===== src/rtl/alu_cmd_sequencer_pkg.sv =====
`default_nettype none
// +----------------------------------------------------------------------+
// | Module      : alu_cmd_sequencer_pkg                                  |
// | Description : Shared opcode values and sequencer state encoding.     |
// | Revision    : 1.0 - initial release                                  |
// +----------------------------------------------------------------------+
package alu_cmd_sequencer_pkg;

  localparam int OP_W = 3;

  // ALU opcodes; codes 110 and 111 make the ALU return 0
  localparam logic [OP_W-1:0] OP_ADD = 3'd0;
  localparam logic [OP_W-1:0] OP_SUB = 3'd1;
  localparam logic [OP_W-1:0] OP_AND = 3'd2;
  localparam logic [OP_W-1:0] OP_OR  = 3'd3;
  localparam logic [OP_W-1:0] OP_XOR = 3'd4;
  localparam logic [OP_W-1:0] OP_NOT = 3'd5;

  // Sequencer states
  typedef enum logic [1:0] {
    ST_IDLE = 2'd0,
    ST_EXEC = 2'd1,
    ST_HOLD = 2'd2
  } state_e;

endpackage
`default_nettype wire


===== src/rtl/alu_cmd_sequencer_cmd_fifo.sv =====
`default_nettype none
// +----------------------------------------------------------------------+
// | Module      : alu_cmd_sequencer_cmd_fifo                             |
// | Description : Command FIFO with wrap-bit pointers and a              |
// |               combinational head-of-queue read port.                 |
// | Revision    : 1.0 - initial release                                  |
// +----------------------------------------------------------------------+
module alu_cmd_sequencer_cmd_fifo #(
  parameter int WIDTH = 19,
  parameter int DEPTH = 4
) (
  input  logic             clk,
  input  logic             reset,
  input  logic             wr_en_i,
  input  logic [WIDTH-1:0] wr_data_i,
  input  logic             rd_en_i,
  output logic [WIDTH-1:0] rd_data_o,
  output logic             full_o,
  output logic             empty_o
);

  localparam int AW = $clog2(DEPTH);

  logic [AW:0]      wr_ptr_q;
  logic [AW:0]      rd_ptr_q;
  logic [WIDTH-1:0] mem_q [DEPTH];
  logic             do_wr;
  logic             do_rd;

  // Same slot with differing wrap bits means every entry is occupied
  assign full_o    = (wr_ptr_q[AW] != rd_ptr_q[AW]) &&
                     (wr_ptr_q[AW-1:0] == rd_ptr_q[AW-1:0]);
  assign empty_o   = (wr_ptr_q == rd_ptr_q);
  // Full blocks writes even when a read happens in the same cycle
  assign do_wr     = wr_en_i && !full_o;
  assign do_rd     = rd_en_i && !empty_o;
  assign rd_data_o = mem_q[rd_ptr_q[AW-1:0]];

  // Storage is only ever read after being written, so it carries no reset
  always_ff @(posedge clk) begin
    if (do_wr) begin
      mem_q[wr_ptr_q[AW-1:0]] <= wr_data_i;
    end
  end

  // Pointer advance on accepted writes and reads
  always_ff @(posedge clk or posedge reset) begin
    if (reset) begin
      wr_ptr_q <= '0;
      rd_ptr_q <= '0;
    end else begin
      if (do_wr) wr_ptr_q <= wr_ptr_q + (AW+1)'(1);
      if (do_rd) rd_ptr_q <= rd_ptr_q + (AW+1)'(1);
    end
  end

endmodule
`default_nettype wire


===== src/rtl/alu_cmd_sequencer.sv =====
`default_nettype none
// +----------------------------------------------------------------------+
// | Module      : alu_cmd_sequencer                                      |
// | Description : Buffers ALU commands, issues them one at a time on     |
// |               registered operands, captures each result behind a     |
// |               valid/ready handshake and keeps saturating counters.   |
// | Revision    : 1.0 - initial release                                  |
// +----------------------------------------------------------------------+
module alu_cmd_sequencer
  import alu_cmd_sequencer_pkg::*;
#(
  parameter int DATA_W = 8,
  parameter int DEPTH  = 4,
  parameter int CNT_W  = 8
) (
  input  logic              clk,
  input  logic              reset,
  input  logic              cmd_valid_i,
  output logic              cmd_ready_o,
  input  logic [DATA_W-1:0] cmd_a_i,
  input  logic [DATA_W-1:0] cmd_b_i,
  input  logic [OP_W-1:0]   cmd_op_i,
  output logic [DATA_W-1:0] alu_a_o,
  output logic [DATA_W-1:0] alu_b_o,
  output logic [OP_W-1:0]   alu_op_o,
  input  logic [DATA_W-1:0] alu_result_i,
  input  logic              alu_zero_i,
  output logic              res_valid_o,
  input  logic              res_ready_i,
  output logic [DATA_W-1:0] res_data_o,
  output logic              res_zero_o,
  output logic              busy_o,
  output logic [CNT_W-1:0]  op_count_o,
  output logic [CNT_W-1:0]  zero_count_o
);

  localparam int CMD_W = 2*DATA_W + OP_W;

  state_e            state_q, state_d;
  logic [CMD_W-1:0]  fifo_head;
  logic              fifo_full;
  logic              fifo_empty;
  logic              pop;
  logic              capture;
  logic              res_hs;
  logic [DATA_W-1:0] alu_a_q, alu_b_q;
  logic [OP_W-1:0]   alu_op_q;
  logic [DATA_W-1:0] res_data_q;
  logic              res_zero_q;
  logic              res_valid_q;
  logic [CNT_W-1:0]  op_count_q, zero_count_q;

  alu_cmd_sequencer_cmd_fifo #(
    .WIDTH (CMD_W),
    .DEPTH (DEPTH)
  ) u_cmd_fifo (
    .clk       (clk),
    .reset     (reset),
    .wr_en_i   (cmd_valid_i),
    .wr_data_i ({cmd_a_i, cmd_b_i, cmd_op_i}),
    .rd_en_i   (pop),
    .rd_data_o (fifo_head),
    .full_o    (fifo_full),
    .empty_o   (fifo_empty)
  );

  // State register
  always_ff @(posedge clk or posedge reset) begin
    if (reset) state_q <= ST_IDLE;
    else       state_q <= state_d;
  end

  // Next state: EXEC always lasts one cycle, HOLD waits for the consumer
  always_comb begin
    state_d = state_q;
    case (state_q)
      ST_IDLE: if (!fifo_empty) state_d = ST_EXEC;
      ST_EXEC: state_d = ST_HOLD;
      ST_HOLD: if (res_hs) state_d = fifo_empty ? ST_IDLE : ST_EXEC;
      default: state_d = ST_IDLE;
    endcase
  end

  // FSM controls: pop a command, capture the ALU, complete a handshake
  always_comb begin
    pop     = 1'b0;
    capture = 1'b0;
    res_hs  = 1'b0;
    case (state_q)
      ST_IDLE: pop = !fifo_empty;
      ST_EXEC: capture = 1'b1;
      ST_HOLD: begin
        res_hs = res_valid_q && res_ready_i;
        pop    = res_hs && !fifo_empty;
      end
      default: ;
    endcase
  end

  // ALU operand registers keep their last values between commands
  always_ff @(posedge clk or posedge reset) begin
    if (reset) begin
      alu_a_q  <= '0;
      alu_b_q  <= '0;
      alu_op_q <= '0;
    end else if (pop) begin
      alu_a_q  <= fifo_head[CMD_W-1 -: DATA_W];
      alu_b_q  <= fifo_head[OP_W +: DATA_W];
      alu_op_q <= fifo_head[OP_W-1:0];
    end
  end

  // Result capture after the ALU has settled; valid drops on handshake
  always_ff @(posedge clk or posedge reset) begin
    if (reset) begin
      res_data_q  <= '0;
      res_zero_q  <= 1'b0;
      res_valid_q <= 1'b0;
    end else if (capture) begin
      res_data_q  <= alu_result_i;
      res_zero_q  <= alu_zero_i;
      res_valid_q <= 1'b1;
    end else if (res_hs) begin
      res_valid_q <= 1'b0;
    end
  end

  // Completion counters stick at all-ones instead of wrapping
  always_ff @(posedge clk or posedge reset) begin
    if (reset) begin
      op_count_q   <= '0;
      zero_count_q <= '0;
    end else if (res_hs) begin
      if (!(&op_count_q))
        op_count_q <= op_count_q + CNT_W'(1);
      if (res_zero_q && !(&zero_count_q))
        zero_count_q <= zero_count_q + CNT_W'(1);
    end
  end

  assign cmd_ready_o  = !fifo_full;
  assign alu_a_o      = alu_a_q;
  assign alu_b_o      = alu_b_q;
  assign alu_op_o     = alu_op_q;
  assign res_valid_o  = res_valid_q;
  assign res_data_o   = res_data_q;
  assign res_zero_o   = res_zero_q;
  assign busy_o       = (state_q != ST_IDLE) || !fifo_empty;
  assign op_count_o   = op_count_q;
  assign zero_count_o = zero_count_q;

endmodule
`default_nettype wire


===== config.mk =====
export PLATFORM = sky130hd
export DESIGN_NAME = alu_cmd_sequencer
export DESIGN_NICKNAME = d
export VERILOG_FILES = /design/src/rtl/alu_cmd_sequencer_pkg.sv /design/src/rtl/alu_cmd_sequencer_cmd_fifo.sv /design/src/rtl/alu_cmd_sequencer.sv
export SDC_FILE = /design/constraint.sdc
export NUM_CORES = 1
export LEC_CHECK = 0
export ABC_CLOCK_PERIOD_IN_PS = 2630
export CORE_MARGIN = 2
export CORE_UTILIZATION = 53
export CTS_BUF_LIST = sky130_fd_sc_hd__clkbuf_4 sky130_fd_sc_hd__clkbuf_8 sky130_fd_sc_hd__clkbuf_16
export DETAILED_ROUTE_END_ITERATION = 10
export PLACE_DENSITY = 0.9
export SKIP_CTS_REPAIR_TIMING = 1
export SLEW_MARGIN = 20
export SYNTH_ARGS = -nofsm -noshare
export SYNTH_HDL_FRONTEND = slang
export SYNTH_SLANG_ARGS = --single-unit

===== constraint.sdc =====
create_clock -name clk -period 2.63 [get_ports clk]
set_input_delay 0.6575 -clock clk [delete_from_list [all_inputs] [get_ports clk]]
set_output_delay 0.6575 -clock clk [all_outputs]
set_load 0.005 [all_outputs]

==> flow_summary_export.csv <==
group,metric,value,unit
global_route,grt_start_max_net_pins,32,
floorplan,die_x,102,um
floorplan,io_pins,79,
synthesis,ys_types,34,
cts,cts_tree,"done",
global_route,grt_pass1_wl,15.5,mm
hold_path,min_path_type,"in2async",
global_route,antenna_found_initial,0,
final_layout,final_common_cell,"clkdlybuf4s50_1",
placement,post-dp-hpwl,6.06,mm
synthesis,syn_inst,274,
synthesis,synth_top_cell_area_share,0.451,
route,num_vias,2852,
sta,slew_violations,0,
sta,worstMarginPinSlew,0.501,ns
cts,cts_root_buf,"clkbuf_8",
sta,setup_viol,0,
sta,whs,0.499,ns
critical_path,startpoint,"u_cmd_fifo.rd_ptr_q[2]$_DFFE_PP0P_",
sta,period_needed,2.57,ns
power_and_ir_drop,powerDensity,1220,nW/um^2
global_route,grt_pass1_vias,3036,
power_and_ir_drop,ir_drop,640,uV
critical_path,slowest_delay,0.52,ns
route,drc,0,
sta,hold_violations,0,
final_layout,fin_nets,417,
synthesis,synth_seq_cells,129,
critical_path,crit_slowest_cell,"clkdlybuf4s50_1",
synthesis,synth_top_area_cell,"edfxtp_1",
route,firstDrtPassIters,4,
synthesis,synth.cell_area,5060,sq um
cts,cts_buffers,17,
final_layout,stdcell_area,6650,sq um
critical_path,cp-end-kind,"output pin",
cts,clockBufferDepth,2,
synthesis,synth.area.top_cells,"edfxtp_1 (45%), dfrtp_1 (26%), mux4_2 (8.5%)",
cts,insertion_delay,0.51,ns
synthesis,yosys_warnings,0,
power_and_ir_drop,p_leak,0.00253,uW
sta,finalClockSkew,0.00631,ns
placement,gp_congestion,0.811,
global_route,gr-usage-met3,0.0518,
route,viasPerCell,5.48,
final_layout,drive_gt1_frac,0.266,
global_route,grt_util_all_layers,0.206,
critical_path,cp_cell_sequence,"xnor2_2, nand3b_1, clkdlybuf4s50_1",
sta,fin_crit_sh,0.976,
cts,cts_sinks,129,
synthesis,synth_nets,313,
sta,clock.fmax,0.390,GHz
power_and_ir_drop,power,8090,uW
global_route,grt_overflow_total,0,
critical_path,crit_type,"reg2out",
synthesis,synth_area_per_cell,18.5,sq um
route,wl_per_cell,18.8,um
global_route,grt_busiest_layer,"met2",
synthesis,yosysSeqAreaShare,0.713,
final_layout,syn2layout_area_growth,31.5,%
critical_path,cp.required,1.97,ns
critical_path,crit_path_max_fanout,3,
flow_run,cap_violations,0,
route,dr.first_iter.drc_count,171,
floorplan,fp.dieH,102,um
sta,rsz0062_at_grt,"no",
route,wl,9.77,mm
final_layout,diodes,0,
placement,io_buffers,78,
floorplan,start_util,0.547,
cts,clk_pin_slew,0.06,ns
final_layout,most-common-layout-cells,"clkdlybuf4s50_1 (78), edfxtp_1 (76), dfrtp_1 (53)",
run_status,status,"finished, final reports clean",
route,postRouteAntennaNets,0,
sta,tns,0,ns
final_layout,fillers,571,
floorplan,rows,35,
critical_path,rr_startpoint,"u_cmd_fifo.rd_ptr_q[2]$_DFFE_PP0P_",
floorplan,die-area,10300,sq um
placement,place_area,6080,sq um
global_route,grt_use_met1,0.249,
cts,htree_levels,4,
global_route,use_met2,0.356,
critical_path,cp.arrival,1.91,ns
sta,slew_headroom,0.665,
critical_path,cp-start-kind,"flip-flop",
floorplan,core_area,9240,sq um
==> final timing paths <==
check	slack (ns)	end	cells after the start
max	0.06	cmd_ready_o	3
min	0.50	op_count_o[3]$_DFFE_PP0P_	2
max reg2reg	0.83	u_cmd_fifo.mem_q[1][10]$_DFFE_PP_	5
min reg2reg	0.51	alu_op_o[1]$_DFFE_PP0P_	1
max in group asynchronous	1.58	res_data_o[6]$_DFFE_PP0P_	3
min in group clk	0.51	alu_op_o[1]$_DFFE_PP0P_	1
==> where the power goes <==
group / switching [uW] / internal, uW
Combinational: 1130 / 1650
Sequential: 374 / 2820
Clock: 917 / 1200
Total: 2420 / 5670
==> cell type report <==
type / instances / area (sq um) / area share
Clock inverter: 14 / 123 / 0.0184
Multi-Input combinational cell: 131 / 1400 / 0.211
Inverter: 7 / 26.3 / 0.00395
Tap cell: 129 / 161 / 0.0243
Sequential cell: 129 / 3610 / 0.542
Timing Repair Buffer: 92 / 911 / 0.137
Clock buffer: 18 / 422 / 0.0634
==> cell families (layout without fill, tap and decap cells) <==
group / Yosys count / count (layout) / synth area share
AOI/OAI and AO/OA: 15 / 15 / 0.0223
xor gates and xnor gates: 15 / 15 / 0.0260
adders and majority gates: 7 / 7 / 0.0173
buffers and inverters: 14 / 131 / 0.0141
DFF: 129 / 129 / 0.713
muxes: 53 / 53 / 0.160
and+or+nand+nor: 41 / 41 / 0.0468
==> flip-flops by register name, indices dropped and copies added (netlist names), 2 cells and up <==
signal and count:
alu_op_o 3, u_cmd_fifo.wr_ptr_q 3, op_count_o 8, state_q 2, zero_count_o 8, alu_b_o 8, u_cmd_fifo.mem_q 76, u_cmd_fifo.rd_ptr_q 3
alu_a_o 8, res_data_o 8
==> per-layer routing <==
| layer | up-vias | wire length [um] |
|---|---|---|
| li1 | 1268 | - |
| met1 | 1472 | 3980 |
| met2 | 98 | 5140 |
| met3 | 14 | 483 |
| met4 | 0 | 163 |
| met5 | - | 0 |
==> synth_stat cells (all sizes together) <==
cell,instances
a41oi,1
a21boi,1
nand3,5
a21o,1
dfrtp,53
a311oi,1
xor2,5
o21bai,2
mux2,34
and4b,1
nand4,3
and4,1
and3,7
nor3,2
clkbuf,2
a31oi,2
nand4b,1
and2,4
mux4,19
ha,7
nand2b,1
xnor2,10
edfxtp,76
nor2b,3
nor2,3
buf,5
inv,7
nor4b,1
o21ai,3
nand3b,1
nand2,7
a21oi,4
nor3b,1
==> through the flow <==
step / setup WS [ns] / instances / utilization
floorplan: 0.686 / 274 / -
global placement: 0.324 / 487 / 0.658
detailed placement: 0.270 / 487 / 0.658
CTS: -0.137 / 519 / 0.717
global route: 0.00132 / 520 / 0.720
finish: 0.0637 / 520 / 0.720
==> worst max-delay path: cells and delay by family, from the launching register on <==
kind / cells / cell delay (ns)
flops: 1 / 0.42
xor+xnor: 1 / 0.27
buf+inv: 1 / 0.52
simple gates: 1 / 0.20
No activity file was read; power rests on OpenSTA's default activity.
